<file path="config.mk">
export PLATFORM = sky130hd
export DESIGN_NAME = byte_word_packer
export DESIGN_NICKNAME = d
export VERILOG_FILES = /design/src/rtl/byte_word_packer.sv
export SDC_FILE = /design/constraint.sdc
export NUM_CORES = 1
export LEC_CHECK = 0
export CAP_MARGIN = 0
export CORE_ASPECT_RATIO = 1.75
export CORE_MARGIN = 2
export CORE_UTILIZATION = 46
export CTS_CLUSTER_DIAMETER = 150
export DETAILED_ROUTE_END_ITERATION = 16
export PLACE_DENSITY = 0.71
export SLEW_MARGIN = 40
export SYNTH_ARGS = -nofsm -noshare
export SYNTH_HDL_FRONTEND = slang
export SYNTH_SLANG_ARGS = --single-unit
</file>
<file path="constraint.sdc">
create_clock -name clk -period 2.7 [get_ports clk]
set_input_delay 0.405 -clock clk [delete_from_list [all_inputs] [get_ports clk]]
set_output_delay 0.405 -clock clk [all_outputs]
set_load 0.02 [all_outputs]
</file>
<file path="src/rtl/byte_word_packer.sv">
// byte_word_packer: packs little-endian bytes into N-byte words, with
// zero-padded flush of partial words and a single output holding slot.
module byte_word_packer #(
  parameter  int unsigned BYTES_PER_WORD = 4,
  localparam int unsigned CNT_W          = $clog2(BYTES_PER_WORD + 1)
) (
  input  logic                        clk,
  input  logic                        reset_n,
  input  logic                        i_valid_i,
  input  logic [7:0]                  i_data_i,
  output logic                        i_ready_o,
  input  logic                        flush_i,
  input  logic                        e_ready_i,
  output logic                        e_valid_o,
  output logic [8*BYTES_PER_WORD-1:0] e_data_o,
  output logic [CNT_W-1:0]            e_bytes_o
);

  localparam int unsigned N = BYTES_PER_WORD;
  localparam int unsigned W = 8 * N;
  localparam logic [CNT_W-1:0] LAST_LANE = CNT_W'(N - 1);

  logic [W-1:0]     acc_q,       acc_d;
  logic [CNT_W-1:0] cnt_q,       cnt_d;
  logic             out_valid_q, out_valid_d;
  logic [W-1:0]     out_data_q,  out_data_d;
  logic [CNT_W-1:0] out_bytes_q, out_bytes_d;
  logic             flush_pend_q, flush_pend_d;

  logic             acc_byte;
  logic             slot_free;
  logic             has_data;
  logic             word_done;
  logic             flush_fire;
  logic [W-1:0]     acc_merged;

  // Handshake and event qualifiers; ready only stalls when the last lane
  // would complete a word into an occupied slot, or a flush is waiting.
  always_comb begin
    slot_free  = !out_valid_q || e_ready_i;
    i_ready_o  = !flush_pend_q && ((cnt_q != LAST_LANE) || slot_free);
    acc_byte   = i_valid_i && i_ready_o;
    has_data   = (cnt_q != '0) || acc_byte;
    word_done  = acc_byte && (cnt_q == LAST_LANE);
    flush_fire = (flush_i || flush_pend_q) && has_data && slot_free;
  end

  // Accumulator view including any byte accepted this cycle in lane cnt.
  always_comb begin
    acc_merged = acc_q;
    for (int unsigned l = 0; l < N; l++) begin
      if (acc_byte && (cnt_q == CNT_W'(l))) begin
        acc_merged[8*l +: 8] = i_data_i;
      end
    end
  end

  // Next-state: accept, word complete / flush load, slot drain, flush deferral.
  always_comb begin
    acc_d        = acc_q;
    cnt_d        = cnt_q;
    out_valid_d  = out_valid_q;
    out_data_d   = out_data_q;
    out_bytes_d  = out_bytes_q;
    flush_pend_d = flush_pend_q;

    if (acc_byte) begin
      acc_d = acc_merged;
      cnt_d = cnt_q + CNT_W'(1);
    end

    if (word_done || flush_fire) begin
      // A load always wins over a same-cycle drain so the slot stays valid.
      out_data_d   = acc_merged;
      out_bytes_d  = cnt_q + CNT_W'(acc_byte);
      out_valid_d  = 1'b1;
      acc_d        = '0;
      cnt_d        = '0;
      flush_pend_d = 1'b0;
    end else begin
      if (out_valid_q && e_ready_i) begin
        out_valid_d = 1'b0;
      end
      if (flush_i && has_data && !slot_free) begin
        flush_pend_d = 1'b1;
      end
    end
  end

  // State registers with asynchronous clear.
  always_ff @(posedge clk or negedge reset_n) begin
    if (!reset_n) begin
      acc_q        <= '0;
      cnt_q        <= '0;
      out_valid_q  <= 1'b0;
      out_data_q   <= '0;
      out_bytes_q  <= '0;
      flush_pend_q <= 1'b0;
    end else begin
      acc_q        <= acc_d;
      cnt_q        <= cnt_d;
      out_valid_q  <= out_valid_d;
      out_data_q   <= out_data_d;
      out_bytes_q  <= out_bytes_d;
      flush_pend_q <= flush_pend_d;
    end
  end

  assign e_valid_o = out_valid_q;
  assign e_data_o  = out_data_q;
  assign e_bytes_o = out_bytes_q;

endmodule

</file>
==> impl_metrics.yaml <==
routing:
  drc: 0
  routed-via-count: 1991
  wl_per_cell_um: 14.9
  dr.first_iter.drc_count: 87
  via_per_inst: 5.09
  dr.pass1.iters: 4
  postRouteAntennaNets: 0
  wirelength_um: 5830
yosys:
  yosysTopAreaCellShare_pct: 61.6
  syn_area_mm2: 0.00292
  synth_compound_area_share_pct: 7.79
  synthMuxAreaShare_pct: 11.7
  ys_types: 23
  ys_ff_latch: 72
  syn_inst: 256
  yosys_warnings: 0
  yosysTopAreaCell: "dfrtp_1"
  synth_top_family_by_area: "multiplexers"
  ys_seq_area_share_pct: 61.6
  synthesis.nets: 276
  synth-simple-area-share_pct: 11.6
  yosys.area_share.adder_pct: 3.00
  syn_area_per_cell_um2: 11.4
  netlist_top_cells_area: "dfrtp_1, mux2i_1, nor2_1, a21oi_1, ha_1"
  synthXorXnorAreaFrac_pct: 0.599
sta:
  worst_slew_pin_slew_ps: 679
  slew_violations: 0
  clock_skew_ps: 4.05
  hold_ws_ps: 94.8
  rsz0062_at_grt: "false"
  fmax_mhz: 438
  setup_viol: 0
  finalCritPeriodShare_pct: 84.6
  slew_headroom_pct: 54.7
  hold_violations: 0
  tns_ps: 0
  layout_min_cycle_time_ps: 2290
placed_design:
  place.gp.congestion: 0.756
  io_buffers: 49
  post-dp-hpwl_um: 4080
  dp.cells: 375
layout:
  fin_cells: 391
  final_cell_mix: "dfrtp_1, nor2_1, clkdlybuf4s50_1"
  drive_above_1_share_pct: 9.00
  final_common_cell: "dfrtp_1"
  antenna_cells: 0
  syn_to_final_growth_pct: 30.1
  layout.nets: 326
setup_path:
  arrival_ps: 2520
  critPathKind: "reg -> reg"
  critPathCaptureType: "register"
  worstPathMaxFanout: 8
  required_ps: 2930
  start_kind: "register"
flow_run:
  cap_viol_max_count: 0
clocking:
  tritoncts: "yes"
  cts_resized: 0
  clk_latency_ps: 340
  cts_setup_buffers: 0
  htree_levels: 3
  root_buffer: "clkbuf_8"
  clockBufferDepth: 2
  cts_hold_buf: 0
  clk_pin_slew_ps: 70
  cts_buffers: 9
  cts.sinks: 72
global_routing:
  gr-total-overflow: 0
  grt_usage_pct: 18.8
  grt_pass1_vias: 1955
  grt_pass1_wl_um: 9670
  antenna_found_initial: 0
  grt_max_degree: 47
die:
  coreArea_mm2: 0.00618
  dieArea_mm2: 0.00704
  initial_core_util_pct: 47.3
  fp.dieW_um: 64.3
  std_cell_rows: 38
  fp.dieH_um: 109
  pin_count: 50
pwr:
  power_density_mw_per_mm2: 1340
  p_leak_uw: 0.00188
  ir_drop_v: 0.000673
status:
  status: "finished clean"
hold_path:
  hold_path.class: "in -> async"
==> critical path: stages (launching register included) <==
cell	delay [ps]
dfrtp_1	440
ha_1	230
ha_1	220
and3b_1	260
or3b_1	630
mux2i_1	290
a21oi_1	90
==> power breakdown <==
group	total, uW	switching, uW	internal [uW]
Combinational	2090	1140	948
Clock	1240	390	851
Sequential	1750	237	1520
Total	5080	1770	3310
==> worst paths after layout <==
check	from	end	slack, ps	cells past startpoint
setup / recovery	cnt_q[0]$_DFFE_PN0P_	e_data_o[7]$_DFFE_PN0P_	410	6
hold / removal	reset_n	e_data_o[18]$_DFFE_PN0P_	90	1
setup reg to reg	cnt_q[0]$_DFFE_PN0P_	e_data_o[7]$_DFFE_PN0P_	410	6
hold reg to reg	e_bytes_o[0]$_DFFE_PN0P_	e_bytes_o[0]$_DFFE_PN0P_	510	1
max in group asynchronous	reset_n	acc_q[1]$_DFFE_PN0P_	1800	2
min in group clk	e_bytes_o[0]$_DFFE_PN0P_	e_bytes_o[0]$_DFFE_PN0P_	510	1
==> metal layers <==
metal,vias to the layer above,part of all wire (%),wire length (um),track usage [%]
met3,10,3.3,191,3.89
met5,-,0,0,0
met4,0,2.4,142,10.0
met2,40,53,3090,31.1
met1,989,41,2410,23.1
li1,952,-,-,-
==> cells in the mapped netlist <==
master,number
a211oi_1,2
a21o_1,1
a21oi_1,36
a221oi_2,1
and3b_1,1
and4b_1,1
buf_1,1
buf_2,7
buf_6,3
clkbuf_1,5
dfrtp_1,72
ha_1,7
inv_1,4
mux2_2,2
mux2i_1,32
nand2_1,2
nand2b_1,2
nor2_1,69
nor2b_1,1
o21ai_0,2
or3b_1,1
or4b_4,2
xnor2_1,2
==> state kept, by name, indices dropped and copies added, names as in the netlist <==
signal	count
acc_q	32
e_data_o	32
cnt_q	3
e_bytes_o	3
e_valid_o	1
flush_pend_q	1
==> metrics by stage <==
| stage | total power (uW) | utilization, % | setup slack (ps) | cell area [um^2] |
|---|---|---|---|---|
| CTS | 5140 | 61.5 | 80.2 | 3800 |
| floorplan | 3000 | - | 557 | 2920 |
| global route | 5430 | 61.5 | 273 | 3800 |
| finish | 5080 | 61.5 | 415 | 3800 |
| global placement | 3830 | 56.6 | 456 | 3500 |
| detailed placement | 3880 | 56.6 | 401 | 3500 |
==> logic make-up (layout without fill, tap and decap cells) <==
logic type      after synthesis  in the layout
flops                        72             72
simple gates                 79             79
fa+ha+maj                     7              7
xor+xnor                      2              2
buf+inv                      20             75
mux                          34             34
compound gates               42             42
==> cell type report <==
type	count	area, um^2
fill	523	2380
sequential	72	1800
multi-input combinational	164	1030
timing repair buffer	55	558
clock buffer	11	151
clock inverter	5	150
tap	80	100
inverter	4	15.0
Note: power is estimated with default switching activity, not from simulation.
==> variant 1 (same settings) <==
Make the reset (`reset_n`) synchronous in one clocked block. Comments in the files are not updated.
--- a/src/rtl/byte_word_packer.sv
+++ b/src/rtl/byte_word_packer.sv
@@ -89,5 +89,5 @@
 
   // State registers with asynchronous clear.
-  always_ff @(posedge clk or negedge reset_n) begin
+  always_ff @(posedge clk) begin
     if (!reset_n) begin
       acc_q        <= '0;
Behaviour: differs if reset_n is asserted again (counterexample within 4 cycles, from zero or initial values and one cycle with reset_n low); with reset_n held inactive, the same outputs for 10 cycles.
==> variant 1 against the unedited design <==
  * Area after synthesis fell by 12%
  * Sequential cell count unchanged
  * Clock skew up 0.0037 ns
  * Setup slack worse by 0.021 ns
  * Wire length fell by 5.9%
  * Cell area down 9.5%
  * Critical path depth shrank 2
Power is not compared: it rests on default switching activity, and its combinational part moved more than twofold at a synthesized area within 25%.
==> variant 1: results <==
{
  "outcome": "finished, final reports clean",
  "crit_end": "i_ready_o",
  "grt_pass1_vias": 1771,
  "critPathMaxFanout": 6,
  "routabilityCongestion": 0.786,
  "hold_ws_ns": 0.466,
  "dp_cells": 346,
  "dp_worst_setup_slack_ns": 0.391,
  "timing.rr.end": "e_data_o[0]$_SDFFE_PN0P_",
  "synth_fa_ha_area_share_pct": 3.42,
  "instances_no_fill": 362,
  "first_iter_violations": 38,
  "fillerInstances": 466,
  "synth_mux_area_share_pct": 13.3,
  "yosys-top-cells-area": "dfxtp_1 (56%), mux2i_1 (13%), o2bb2ai_1 (11%), nor2_1 (6.0%), ha_1 (3.4%)",
  "nNetsFinal": 301,
  "synth_compound_area_share_pct": 13.9,
  "vias_per_cell": 4.99,
  "grt_max_degree": 37,
  "startpoint": "e_ready_i",
  "worst_pin_slew_ns": 0.558,
  "cp.arrival_ns": 1.90,
  "r2r-start": "cnt_q[0]$_SDFFE_PP0N_",
  "ff2ff_setup_slack_ns": 0.65,
  "wirelength_um": 5490,
  "period_share_pct": 85.4,
  "synth_xor_area_share_pct": 0.685,
  "core_um2": 5450,
  "grt_first_pass_wirelength_um": 8750,
  "min_path_type": "flip-flop to flip-flop",
  "crit_path_top_delay_cell": "clkdlybuf4s50_1",
  "async_flop_share_pct": 0,
  "synth_ff_type": "dfxtp_1",
  "end_kind": "output pin",
  "dpl_cell_area_um2": 3140,
  "syn-mean-instance-area_um2": 11.3,
  "crit_path_max_incr_delay_ns": 0.61,
  "synth_commonest_cells": "dfxtp_1 (72), nor2_1 (41), mux2i_1 (34)",
  "track_usage_pct": 19.7,
  "syn_nets": 246
}
variant 1: changes by cell type after synthesis, moves of 5 or more:
cell,unedited run,this run
clkbuf_1,5,0
a21oi_1,36,5
o2bb2ai_1,0,32
nor2_1,69,41
dfrtp_1,72,0
dfxtp_1,0,72
variant 1: logic make-up after synthesis:
kind of cell | Yosys count
buffers and inverters | 17
muxes | 34
and+or+nand+nor | 52
AOI/OAI and AO/OA | 42
adders and majority gates | 7
DFF | 72
xor gates and xnor gates | 2
variant 1: metal layers:
metal | GRT usage (%) | wire length [µm] | vias to the layer above
li1 | - | - | 901
met1 | 23.2 | 2400 | 859
met2 | 32.4 | 2770 | 34
met3 | 6.02 | 204 | 11
met4 | 8.72 | 117 | 0
met5 | 0 | 0 | -
variant 1: layout make-up:
class                      count  area, µm²  area share [%]
tap                           76       95.1            2.76
clock inverter                 5        150            4.36
multi-input combinational    137       1030            30.1
inverter                       6       22.5           0.654
timing repair buffer          55        548            15.9
sequential                    72       1440            41.9
clock buffer                  11        151            4.40
variant 1: power by group through the flow:
stage | logic, mW | clock network (mW) | registers (mW)
after floorplan | 0.135 | 0 | 1.15
after global placement | 0.247 | 0 | 1.14
after detailed placement | 0.249 | 0 | 1.14
after CTS | 0.251 | 1.25 | 1.11
after global routing | 0.270 | 1.30 | 1.12
final | 0.248 | 1.23 | 1.11
variant 1: worst max-delay path, delay by kind of cell:
| family | cells | cell delay [ns] |
|---|---|---|
| compound gates | 1 | 0.16 |
| buf+inv | 2 | 1.07 |
| simple gates | 1 | 0.25 |
==> variant 2 (same settings) <==
Made on the original files. Set the parameter `BYTES_PER_WORD` to 8 (it was 4).
--- a/src/rtl/byte_word_packer.sv
+++ b/src/rtl/byte_word_packer.sv
@@ -2,5 +2,5 @@
 // zero-padded flush of partial words and a single output holding slot.
 module byte_word_packer #(
-  parameter  int unsigned BYTES_PER_WORD = 4,
+  parameter  int unsigned BYTES_PER_WORD = 8,
   localparam int unsigned CNT_W          = $clog2(BYTES_PER_WORD + 1)
 ) (
Ports: changed (resized e_bytes_o and e_data_o); port bits go from 50 to 83. No check against the original RTL was run, so the function may have changed too.
==> variant 2 against the unedited design <==
  * Wire length grew 140%
  * Sequential share of layout area shrank 2.7 points
  * Clock power grew 73%
  * Total power grew 31%
  * Largest power group is now sequential cells
  * Register-to-register slack lost 0.05 ns
  * Sequential cell count grew 66
  * Cell area grew 100%
  * Area after synthesis grew 110%
  * Via count grew 110%
  * Setup slack lost 0.31 ns
  * Critical path type is now flip-flop to output pin
  * Critical path depth shrank 1
==> variant 2: results <==
{
  "outcome": "finished, final reports clean",
  "synthDistinctLibCells": 40,
  "io_buffers": 82,
  "fillerInstances": 1082,
  "drive_gt1_share_pct": 26.2,
  "min_path_type": "input port to asynchronous set/reset pin",
  "critPathMaxFanout": 7,
  "wl_per_cell_um": 19.0,
  "dp_cells": 708,
  "htree_levels": 4,
  "yosys-top-cells-area": "dfrtp_1 (57%), mux2_2 (15%), a22o_1 (8.1%), mux2i_1 (4.1%), nand3_1 (2.4%)",
  "nNetsFinal": 576,
  "dp_hpwl_um": 9570,
  "cts-root-buf": "clkbuf_16",
  "grt_pass1_vias": 4417,
  "p_leak_nw": 3.72,
  "num_vias": 4184,
  "routabilityCongestion": 0.882,
  "grt_max_degree": 79,
  "syn-mean-instance-area_um2": 13.2,
  "synth.yosys.seq_area_share_pct": 56.7,
  "cp.arrival_ns": 2.19,
  "crit_path_max_incr_delay_ns": 0.61,
  "postCtsSetupBuffers": 0,
  "synth_commonest_cells": "dfrtp_1 (138), mux2_2 (79), a22o_1 (56)",
  "syn_nets": 479,
  "first_iter_violations": 240,
  "dp_worst_setup_slack_ns": 0.139,
  "track_usage_pct": 21.2,
  "irDropWorstVdd_uv": 508,
  "vias_per_cell": 5.66,
  "fin_worst_skew_ns": 0.00842,
  "grt_first_pass_wirelength_um": 23500,
  "numCtsBuffers": 17,
  "relSlewSlack_pct": 51.2,
  "crit_path_top_delay_cell": "clkdlybuf4s50_1"
}
variant 2: changes by cell type in the layout (fill, tap and decap cells not counted), moves of 10 or more:
| cell | before | now |
|---|---|---|
| a21oi_1 | 36 | 2 |
| a22o_1 | 0 | 56 |
| buf_4 | 4 | 22 |
| clkbuf_16 | 0 | 17 |
| clkbuf_8 | 11 | 1 |
| clkdlybuf4s50_1 | 47 | 81 |
| dfrtp_1 | 72 | 136 |
| mux2_2 | 2 | 79 |
| nand3_1 | 0 | 29 |
| nor2_1 | 69 | 12 |
| o21ai_0 | 2 | 21 |
variant 2: layer usage:
metal	track usage, %	share of wire [%]	up-vias
li1	-	-	1915
met1	26.9	42	2121
met2	34.7	51	116
met3	4.44	4.3	32
met4	10.2	3.2	0
met5	0	0	-
variant 2: per-stage QoR:
step           power (mW)  area [µm²]  hold WS, ns
2_1_floorplan        3.80        6090        0.109
3_3_place_gp         4.53        7180        0.269
3_5_place_dp         4.58        7180        0.274
4_1_cts              6.73        7730        0.406
5_1_grt              7.00        7740        0.434
6_report             6.67        7740        0.408
variant 2: where the power goes:
| part | total, mW | internal [mW] | leakage (nW) | switching (mW) |
|---|---|---|---|---|
| Sequential | 2.52 | 2.34 | 1.90 | 0.182 |
| Combinational | 2.02 | 0.918 | 1.57 | 1.10 |
| Clock | 2.14 | 1.27 | 0.251 | 0.865 |
variant 2: worst paths after layout:
check                           slack [ns]  cells after the start                        to
worst max-delay path                  0.10                      5                 i_ready_o
worst min-delay path                  0.41                      2  e_data_o[17]$_DFFE_PN0P_
worst max register to register        0.36                      6     acc_q[13]$_DFFE_PN0P_
worst min register to register        0.49                      1      acc_q[3]$_DFFE_PN0P_
max in group asynchronous             1.53                      3     acc_q[48]$_DFFE_PN0P_
min in group clk                      0.49                      1      acc_q[3]$_DFFE_PN0P_
variant 2: worst max-delay path, delay by kind of cell (launching register included):
kind | cells | cell delay [ns]
buf+inv | 1 | 0.61
flops | 1 | 0.47
simple gates | 3 | 0.45
fa+ha+maj | 1 | 0.26
variant 2: layout make-up:
class / count / area share (%)
Sequential cell: 138 / 44.7
Multi-Input combinational cell: 290 / 32.0
Timing Repair Buffer: 107 / 13.4
Clock buffer: 18 / 5.68
Tap cell: 171 / 2.77
Clock inverter: 12 / 1.34
Inverter: 3 / 0.146
variant 2: repair_timing:
action | 4_1_cts | 5_1_grt
cloned | 0 | 0
hold buffers | 1 | 0
setup endpoints to repair | 1 | 1
gates resized for setup | 1 | 2
hold endpoints to repair | 21 | 0
variant 2: kinds of logic after synthesis:
logic type / share of synthesized area [%]
adder cells (fa/ha/maj): 1.23
flip-flops: 56.7
XOR/XNOR: 0.432
buffers and inverters: 2.63
AND/OR/NAND/NOR: 7.36
AO/OA/AOI/OAI: 12.9
multiplexers: 18.7
